==> src/rtl/amiga_daug_pkg.sv <==
// Shared types and constants for the Amiga daughterboard DRAM controller.
// Holds the FSM state enum, default timing values and _CAS bit positions.
package amiga_daug_pkg;

   typedef enum logic [2:0] {
      ST_IDLE,
      ST_ROW,
      ST_COL,
      ST_ACK,
      ST_PRE,
      ST_REF_CAS,
      ST_REF_RAS
   } state_t;

   localparam int REFRESH_DIV_DEF    = 112;
   localparam int CAS_CYCLES_DEF     = 2;
   localparam int PRE_CYCLES_DEF     = 2;
   localparam int REF_RAS_CYCLES_DEF = 3;

   // _CAS bit positions: {bank1 upper, bank1 lower, bank0 upper, bank0 lower}
   localparam int CAS_B0L = 0;
   localparam int CAS_B0U = 1;
   localparam int CAS_B1L = 2;
   localparam int CAS_B1U = 3;

   // Active-low column strobes for one bank, gated by the CPU data strobes.
   function automatic logic [3:0] cas_sel(
      input logic bank,
      input logic uds_n,
      input logic lds_n
   );
      logic [3:0] c;
      c = 4'hF;
      if (bank) begin
         c[CAS_B1U] = uds_n;
         c[CAS_B1L] = lds_n;
      end else begin
         c[CAS_B0U] = uds_n;
         c[CAS_B0L] = lds_n;
      end
      return c;
   endfunction

endpackage

==> src/rtl/amiga_daug_ram_ctrl_ref_timer.sv <==
// Refresh divider with pending flag and sticky missed-refresh flag.
// Ports: CLK, RST (async high), ACK (clear pending), PEND, MISS.
module amiga_daug_ref_timer
   import amiga_daug_pkg::*;
#(
   parameter int REFRESH_DIV = REFRESH_DIV_DEF
) (
   input  logic CLK,
   input  logic RST,
   input  logic ACK,
   output logic PEND,
   output logic MISS
);

   localparam int CW = (REFRESH_DIV > 1) ? $clog2(REFRESH_DIV) : 1;

   logic [CW-1:0] cnt;
   logic          tick;
   logic          pend_q;
   logic          miss_q;

   assign tick = (cnt == CW'(REFRESH_DIV - 1));

   // The wrap tick is visible in the same clock so a refresh wins over
   // a CPU cycle that starts together with it.
   assign PEND = pend_q | tick;
   assign MISS = miss_q;

   always_ff @(posedge CLK or posedge RST) begin
      if (RST) begin
         cnt    <= '0;
         pend_q <= 1'b0;
         miss_q <= 1'b0;
      end else begin
         cnt    <= tick ? '0 : cnt + CW'(1);
         pend_q <= (pend_q | tick) & ~ACK;
         // A new tick while one is still outstanding loses a refresh.
         if (tick && pend_q)
            miss_q <= 1'b1;
      end
   end

endmodule

==> src/rtl/amiga_daug_ram_ctrl.sv <==
// DRAM controller for the Amiga daughterboard RAM: CPU access FSM with
// CAS-before-RAS refresh and a write-protect latch. All outputs registered.
// Ports: CLK, RST, SEL, _AS, _UDS, _LDS, _PRW, A[17:1], LOCK_REQ in;
// MA, _RAS, _CAS[3:0], _WE, _DTACK, _WPRO, REF_MISS out.
module amiga_daug_ram_ctrl
   import amiga_daug_pkg::*;
#(
   parameter int REFRESH_DIV    = REFRESH_DIV_DEF,
   parameter int CAS_CYCLES     = CAS_CYCLES_DEF,
   parameter int PRE_CYCLES     = PRE_CYCLES_DEF,
   parameter int REF_RAS_CYCLES = REF_RAS_CYCLES_DEF
) (
   input  logic        CLK,
   input  logic        RST,
   input  logic        SEL,
   input  logic        _AS,
   input  logic        _UDS,
   input  logic        _LDS,
   input  logic        _PRW,
   input  logic [17:1] A,
   input  logic        LOCK_REQ,
   output logic [7:0]  MA,
   output logic        _RAS,
   output logic [3:0]  _CAS,
   output logic        _WE,
   output logic        _DTACK,
   output logic        _WPRO,
   output logic        REF_MISS
);

   state_t     state, state_n;
   logic [7:0] cnt, cnt_n;

   logic       ras_q, ras_n;
   logic [3:0] cas_q, cas_n;
   logic       we_q, we_n;
   logic       dtack_q, dtack_n;
   logic [7:0] ma_q, ma_n;
   logic       lock_q;

   logic       ref_pend;
   logic       ref_ack;
   logic       to_pre;

   amiga_daug_ref_timer #(
      .REFRESH_DIV (REFRESH_DIV)
   ) u_ref (
      .CLK  (CLK),
      .RST  (RST),
      .ACK  (ref_ack),
      .PEND (ref_pend),
      .MISS (REF_MISS)
   );

   always_ff @(posedge CLK or posedge RST) begin
      if (RST) begin
         state   <= ST_IDLE;
         cnt     <= '0;
         ras_q   <= 1'b1;
         cas_q   <= 4'hF;
         we_q    <= 1'b1;
         dtack_q <= 1'b1;
         ma_q    <= '0;
         lock_q  <= 1'b0;
      end else begin
         state   <= state_n;
         cnt     <= cnt_n;
         ras_q   <= ras_n;
         cas_q   <= cas_n;
         we_q    <= we_n;
         dtack_q <= dtack_n;
         ma_q    <= ma_n;
         if (LOCK_REQ)
            lock_q <= 1'b1;
      end
   end

   // Output registers take the value belonging to the state being entered.
   always_comb begin
      state_n = state;
      cnt_n   = cnt;
      ras_n   = ras_q;
      cas_n   = cas_q;
      we_n    = we_q;
      dtack_n = dtack_q;
      ma_n    = ma_q;
      ref_ack = 1'b0;
      to_pre  = 1'b0;

      unique case (state)
         ST_IDLE: begin
            if (ref_pend) begin
               state_n = ST_REF_CAS;
               ref_ack = 1'b1;
               ras_n   = 1'b1;
               cas_n   = 4'h0;
               we_n    = 1'b1;
               dtack_n = 1'b1;
            end else if (SEL && !_AS) begin
               state_n = ST_ROW;
               ras_n   = 1'b0;
               cas_n   = 4'hF;
               we_n    = 1'b1;
               dtack_n = 1'b1;
               ma_n    = A[8:1];
            end
         end

         ST_ROW: begin
            if (_AS) begin
               to_pre = 1'b1;
            end else begin
               state_n = ST_COL;
               cnt_n   = '0;
               ma_n    = A[16:9];
               // Strobes are fixed here for the whole column phase, so a
               // lock arriving mid-write cannot cut it short.
               if (!_PRW && lock_q) begin
                  cas_n = 4'hF;
                  we_n  = 1'b1;
               end else begin
                  cas_n = cas_sel(A[17], _UDS, _LDS);
                  we_n  = _PRW;
               end
            end
         end

         ST_COL: begin
            if (_AS) begin
               to_pre = 1'b1;
            end else if (cnt == 8'(CAS_CYCLES - 1)) begin
               state_n = ST_ACK;
               dtack_n = 1'b0;
               // Data already latched on the CAS fall.
               we_n    = 1'b1;
            end else begin
               cnt_n = cnt + 8'd1;
            end
         end

         ST_ACK: begin
            if (_AS)
               to_pre = 1'b1;
         end

         ST_PRE: begin
            if (cnt == 8'(PRE_CYCLES - 1))
               state_n = ST_IDLE;
            else
               cnt_n = cnt + 8'd1;
         end

         ST_REF_CAS: begin
            state_n = ST_REF_RAS;
            cnt_n   = '0;
            ras_n   = 1'b0;
            cas_n   = 4'h0;
         end

         ST_REF_RAS: begin
            if (cnt == 8'(REF_RAS_CYCLES - 1))
               to_pre = 1'b1;
            else
               cnt_n = cnt + 8'd1;
         end

         default: begin
            to_pre = 1'b1;
         end
      endcase

      if (to_pre) begin
         state_n = ST_PRE;
         cnt_n   = '0;
         ras_n   = 1'b1;
         cas_n   = 4'hF;
         we_n    = 1'b1;
         dtack_n = 1'b1;
      end
   end

   assign MA     = ma_q;
   assign _RAS   = ras_q;
   assign _CAS   = cas_q;
   assign _WE    = we_q;
   assign _DTACK = dtack_q;
   assign _WPRO  = ~lock_q;

endmodule

==> config.mk <==
export PLATFORM = sky130hd
export DESIGN_NAME = amiga_daug_ram_ctrl
export DESIGN_NICKNAME = d
export VERILOG_FILES = /design/src/rtl/amiga_daug_pkg.sv /design/src/rtl/amiga_daug_ram_ctrl_ref_timer.sv /design/src/rtl/amiga_daug_ram_ctrl.sv
export SDC_FILE = /design/constraint.sdc
export NUM_CORES = 1
export LEC_CHECK = 0
export ABC_AREA = 1
export CAP_MARGIN = 20
export CORE_UTILIZATION = 56
export DETAILED_ROUTE_END_ITERATION = 12
export PLACE_DENSITY = 0.95
export SETUP_SLACK_MARGIN = 0.1
export SYNTH_ARGS = -nofsm -noshare
export SYNTH_HDL_FRONTEND = slang
export SYNTH_SLANG_ARGS = --single-unit
export TNS_END_PERCENT = 10
==> constraint.sdc <==
create_clock -name CLK -period 3.65 [get_ports CLK]
set_input_delay 0.73 -clock CLK [delete_from_list [all_inputs] [get_ports CLK]]
set_output_delay 0.73 -clock CLK [all_outputs]
set_load 0.01 [all_outputs]
== After elaboration in Yosys (flattened, before gate mapping) ==
Index checks and enable logic that the tools add are counted.
Cells by class
  bitwise logic cells: 4
  equal/unequal tests: 18
  multipliers: 0
  $add $sub $neg: 2
  mux-type cells: 48
  divide/modulo/power cells: 0
  magnitude comparators: 0
  shift-type cells: 0
  reductions and logical operators: 22
Operators by type and width (number)
  $mux W8: 8
  $pmux W8 S5: 1
  $mux W3: 7
  $mux W4: 5
  $mux W1: 17
  $pmux W8 S2: 1
  $ne A3 B3 Y1 const B: 5
  $pmux W3 S5: 1
  $pmux W4 S3: 1
  $reduce_and A4 Y1: 3
  $reduce_bool A6 Y1: 2
  $eq A3 B3 Y1 const B: 3
  $add A8 B1 Y8 const B: 1
  $eq A8 B1 Y1 const B: 1
  $eq A8 B2 Y1 const B: 1
  $reduce_bool A4 Y1: 2
  $add A7 B1 Y7 const B: 1
  $eq A7 B7 Y1 const B: 1
  $mux W7: 1
  $eq A3 B2 Y1 const B: 2
  $ne A2 B2 Y1 const B: 3
  $pmux W1 S3: 2
  $reduce_and A6 Y1: 1
  $reduce_bool A3 Y1: 2
  15 further kinds: 22
Storage, ports and cells
  bits in read-only memories: 0
  flip-flop bits (word level): 36
  logic and storage cells: 105
  latch bits: 0
  bits of input ports: 25
  output and inout bits: 17
  bits in writable memories: 0
  memories: 0

== Logic depth before layout (Yosys ltp) ==
  depth in word-level cells: 6
  mapped depth: 11
  gate-level depth less buffers: 11

== Hierarchy ==
A second synthesis with hierarchy kept.
Second synthesis, totals
  cells, all modules: 294
  area total of the unflattened synthesis: 2278.4 um2
Modules (own cells, without submodules)
  amiga_daug_ram_ctrl: cells each 251, times used 1, area each 1866.8 um2
  amiga_daug_ref_timer: cells each 43, times used 1, area each 411.6 um2

== Least setup slack after synthesis ==
Ideal clock, no wire load.
  path type: reg2reg
  from: register u_ref.cnt[0]
  to: register ma_q[0], in the netlist MA[0]
  path buffers: 1
  data arrival time: 1.383 ns
  stages on the path, launching flop included: 8
  slack: 2.145 ns
  path through: dfrtp_1 ha_1 nand3_2 o21ai_4 inv_2 o21ai_2 buf_6 o21ai_2
On the way
  word-level cells in the longest chain between the ends: 4
Ends and longest elaborated chain
  start: declaration: RTL line amiga_daug_ram_ctrl_ref_timer.sv:17  | logic [CW-1:0] cnt;
  start signal: assignment: RTL line amiga_daug_ram_ctrl_ref_timer.sv:35  | cnt <= tick ? '0 : cnt + CW'(1);
  $eq A7 B7 Y1: RTL line amiga_daug_ram_ctrl_ref_timer.sv:22  | assign tick = (cnt == CW'(REFRESH_DIV - 1));
  $or A1 B1 Y1: RTL line amiga_daug_ram_ctrl_ref_timer.sv:26  | assign PEND = pend_q | tick;
  $ne A2 B2 Y1 (no line)
  $reduce_and A4 Y1 (no line)
  end signal: assignment: RTL line amiga_daug_ram_ctrl.sv:72  | ma_q <= ma_n;
  end: declaration: RTL line amiga_daug_ram_ctrl.sv:38  | logic [7:0] ma_q, ma_n;
Every way passes these cells.
A chain may end at the register's enable or synchronous reset.

== Worst setup path in the final report ==
  from: register cas_q[3], in the netlist _CAS[3]
  to: output port _CAS[3]
RTL lines
  start: declaration: RTL line amiga_daug_ram_ctrl.sv:35  | logic [3:0] cas_q, cas_n;
  start signal: assignment: RTL line amiga_daug_ram_ctrl.sv:69  | cas_q <= cas_n;
  end: declaration: RTL line amiga_daug_ram_ctrl.sv:24  | output logic [3:0] _CAS,
No word-level cell between the ends.

==> results.txt <==
Synth Area in Adders - 0.0234
Hold-critical path depth - 1
Worst path bufs/invs - 1
Worst hold path class - reg -> reg
CTS tree - built
Worst path cell trace - clkdlybuf4s50_1
Initial antenna violation count - 0
Drt first pass iters - 4
Critical path launch point - _CAS[3]
Compound-gate portion of the synthesized area - 0.130
WL/cell - 14.1 µm
Placed cell areas - 2570 µm²
GRT Total Usage - 0.270
Fin util - 0.726
Crit path launch type - flip-flop
Die width - 63.8 µm
CP Depth - 1
Ys Warns - 0
Critical path type - reg -> out
R2R setup slack - 1560 ps
DR vias - 1,895
Die ar. - 4080 µm²
Critical Path End - _CAS[3]
Largest family of logic cells by synthesized area - simple AND/OR/NAND/NOR gates
Power Dens Cells - 698 nW/µm²
Core Box Area - 3660 µm²
Worst EP arrival - 1360 ps
Clock root buffer - clkbuf_8
Final Hold Vio Count - 0
Distinct cells, synth - 38
Most frequent cells in the layout - 49 x nand2_1, 41 x clkdlybuf4s50_1, 30 x inv_1, 29 x dfrtp_1, 22 x nor2_1
Critical-path top delay cell - dfstp_2
Post-synth EDFFs - 0
Worst-path fanout max - 2
Actual slew at the worst max-slew pin - 837 ps
Worst Hold Slack - 467 ps
CP Data Required Time - 2920 ps
Finished Layout Cells - 347
Share of flip-flops with an asynchronous set or reset - 1.00
Ports - 42
Initial Util - 0.585
Setup Buffers After CTS - 0
Fmax - 478 MHz
PostCTS Resize Cnt - 0
Clock sinks - 36
Setup violators final - 0
Ys flop type - dfrtp_1
Htree depth - 2
Placed Cells - 339
Deepest clock path buffer count - 2
First-pass GRT wire length - 8480 µm
DRT antenna net count - 0
FF+latch count, synth - 36
Pins Over Slew Limit - 0
Routed WL - 4900 µm
Share of the yosys chip area belonging to registers - 0.425
Clock transition at the registers of the reported paths - 70 ps
Syn_nets - 283
Clk_lat worst skew - 290 ps
CP Capture Type - primary output
Mapped Area - 2140 µm²
Port Buffers - 41
Final #Nets - 327
Worst R2R Path Depth - 6
Clock Skew - 4.73 ps
Max-cap violations - 0
Setup TNS - 0 ps
Site Rows - 22
Reg-to-Reg Start - state[1]
Most common cell after layout, fill and taps aside - nand2_1
Initial DRC count - 159
RSZ-0062 raised after global routing - false
Design area - 2660 µm²
Synthesized area per cell - 8.43 µm²
Detail Placement HPWL - 3510 µm
CP top delay family - flip-flops
Relative slew slack - 0.442
Delay of the slowest critical-path stage - 540 ps
Die height - 63.8 µm
Worst ir drop on vdd - 435 µV
LEAKAGE - 0.00133 µW
Largest net degree at the start of global routing - 23
Post-Synth XOR/XNOR Area - 0.0245
N_diodes - 0
Worst reg2reg path endpoint - MA[6]
Mean number of vias per cell - 5.46
Fin crit period - 2090 ps
TritonCTS Buffers - 5
RD Place Congestion - 0.961
Share of layout cells above drive strength 1 - 0.157
Area grow syn2layout - 24.0%
Hold Buf Count CTS - 0
Syn Inst Count - 254
Post-synthesis simple-gate area fraction - 0.274
Status - complete, no violations
Congestion Overflow GR - 0
Vias in the first global route - 1,883
DRC - 0
Post-synthesis mux area share - 0.0374
Tcrit/Tclk final - 0.574
==> worst reg2reg max path, cell delays in order, from the launching register on <==
cell and delay [ps]:
dfrtp_1 510, inv_1 230, nand3_2 410, a21oi_2 290
o21ai_2 250, nand2_1 190, o21ai_2 70
==> per-stage QoR <==
step	setup WS, ps	total power (µW)
3_3_place_gp	1540	1530
2_1_floorplan	2130	1290
6_report	1560	1850
4_1_cts	1550	1850
5_1_grt	1390	1980
3_5_place_dp	1440	1570
==> registers in the layout, indices dropped and copies added (netlist names) <==
register / flops
MA: 8
u_ref.cnt: 7
cnt: 8
_CAS: 4
u_ref.pend_q: 1
lock_q: 1
_DTACK: 1
_WE: 1
state: 3
u_ref.MISS: 1
_RAS: 1
==> cell usage after synthesis (2+ instances only) <==
master / instances / share of area
inv_2: 3 / 0.0053
nand3_1: 18 / 0.042
a21oi_1: 5 / 0.012
ha_1: 4 / 0.023
buf_4: 2 / 0.0070
o21ai_0: 12 / 0.028
mux2i_1: 8 / 0.037
nand2_1: 49 / 0.086
dfrtp_1: 29 / 0.34
nor3_1: 7 / 0.016
nor4_1: 2 / 0.0058
nand3_2: 3 / 0.014
nand4_1: 5 / 0.015
buf_6: 2 / 0.011
xor2_1: 6 / 0.025
a31oi_1: 5 / 0.015
nor2_1: 22 / 0.039
nand2_2: 7 / 0.020
o21ai_2: 9 / 0.037
o21ai_1: 2 / 0.0047
dfstp_2: 7 / 0.086
inv_1: 30 / 0.053
a21oi_2: 2 / 0.0082
==> power breakdown <==
part | switching (µW) | total [µW] | internal, µW
combinational | 566 | 960 | 394
clock | 141 | 274 | 134
sequential | 94.4 | 619 | 525
total | 801 | 1850 | 1050
==> logic make-up (layout without fill, tap and decap cells) <==
group,count (synthesis),count (layout)
buffers and inverters,40,85
and+or+nand+nor,119,119
muxes,8,8
adders and majority gates,4,4
AOI/OAI and AO/OA,41,41
xor gates and xnor gates,6,6
DFF,36,36
==> layout make-up <==
| cell class | instances | area (µm²) |
|---|---|---|
| clock buffer | 7 | 76.3 |
| clock inverter | 1 | 5.00 |
| multi-input combinational | 178 | 1050 |
| tap | 48 | 60.1 |
| inverter | 35 | 139 |
| sequential | 36 | 910 |
| fill | 266 | 1000 |
| timing repair buffer | 42 | 418 |
==> layer usage <==
metal	track usage	part of all wire	up-vias	wire length, µm
met1	0.302	0.41	910	2020
met5	0	0	-	0
li1	-	-	920	-
met2	0.503	0.53	57	2610
met4	0.0824	0.012	0	61
met3	0.0589	0.041	8	201
==> worst min path at each step <==
stage | from | endpoint | slack [ps]
final | u_ref.cnt[0] | u_ref.cnt[0] | 470
after detailed placement | u_ref.cnt[0] | u_ref.cnt[0] | 460
after global placement | u_ref.cnt[0] | u_ref.cnt[0] | 450
after CTS | u_ref.cnt[0] | u_ref.cnt[0] | 470
after floorplan | u_ref.cnt[0] | u_ref.cnt[0] | 430
after global routing | u_ref.cnt[0] | u_ref.cnt[0] | 490
No activity file was read; power rests on OpenSTA's default activity.
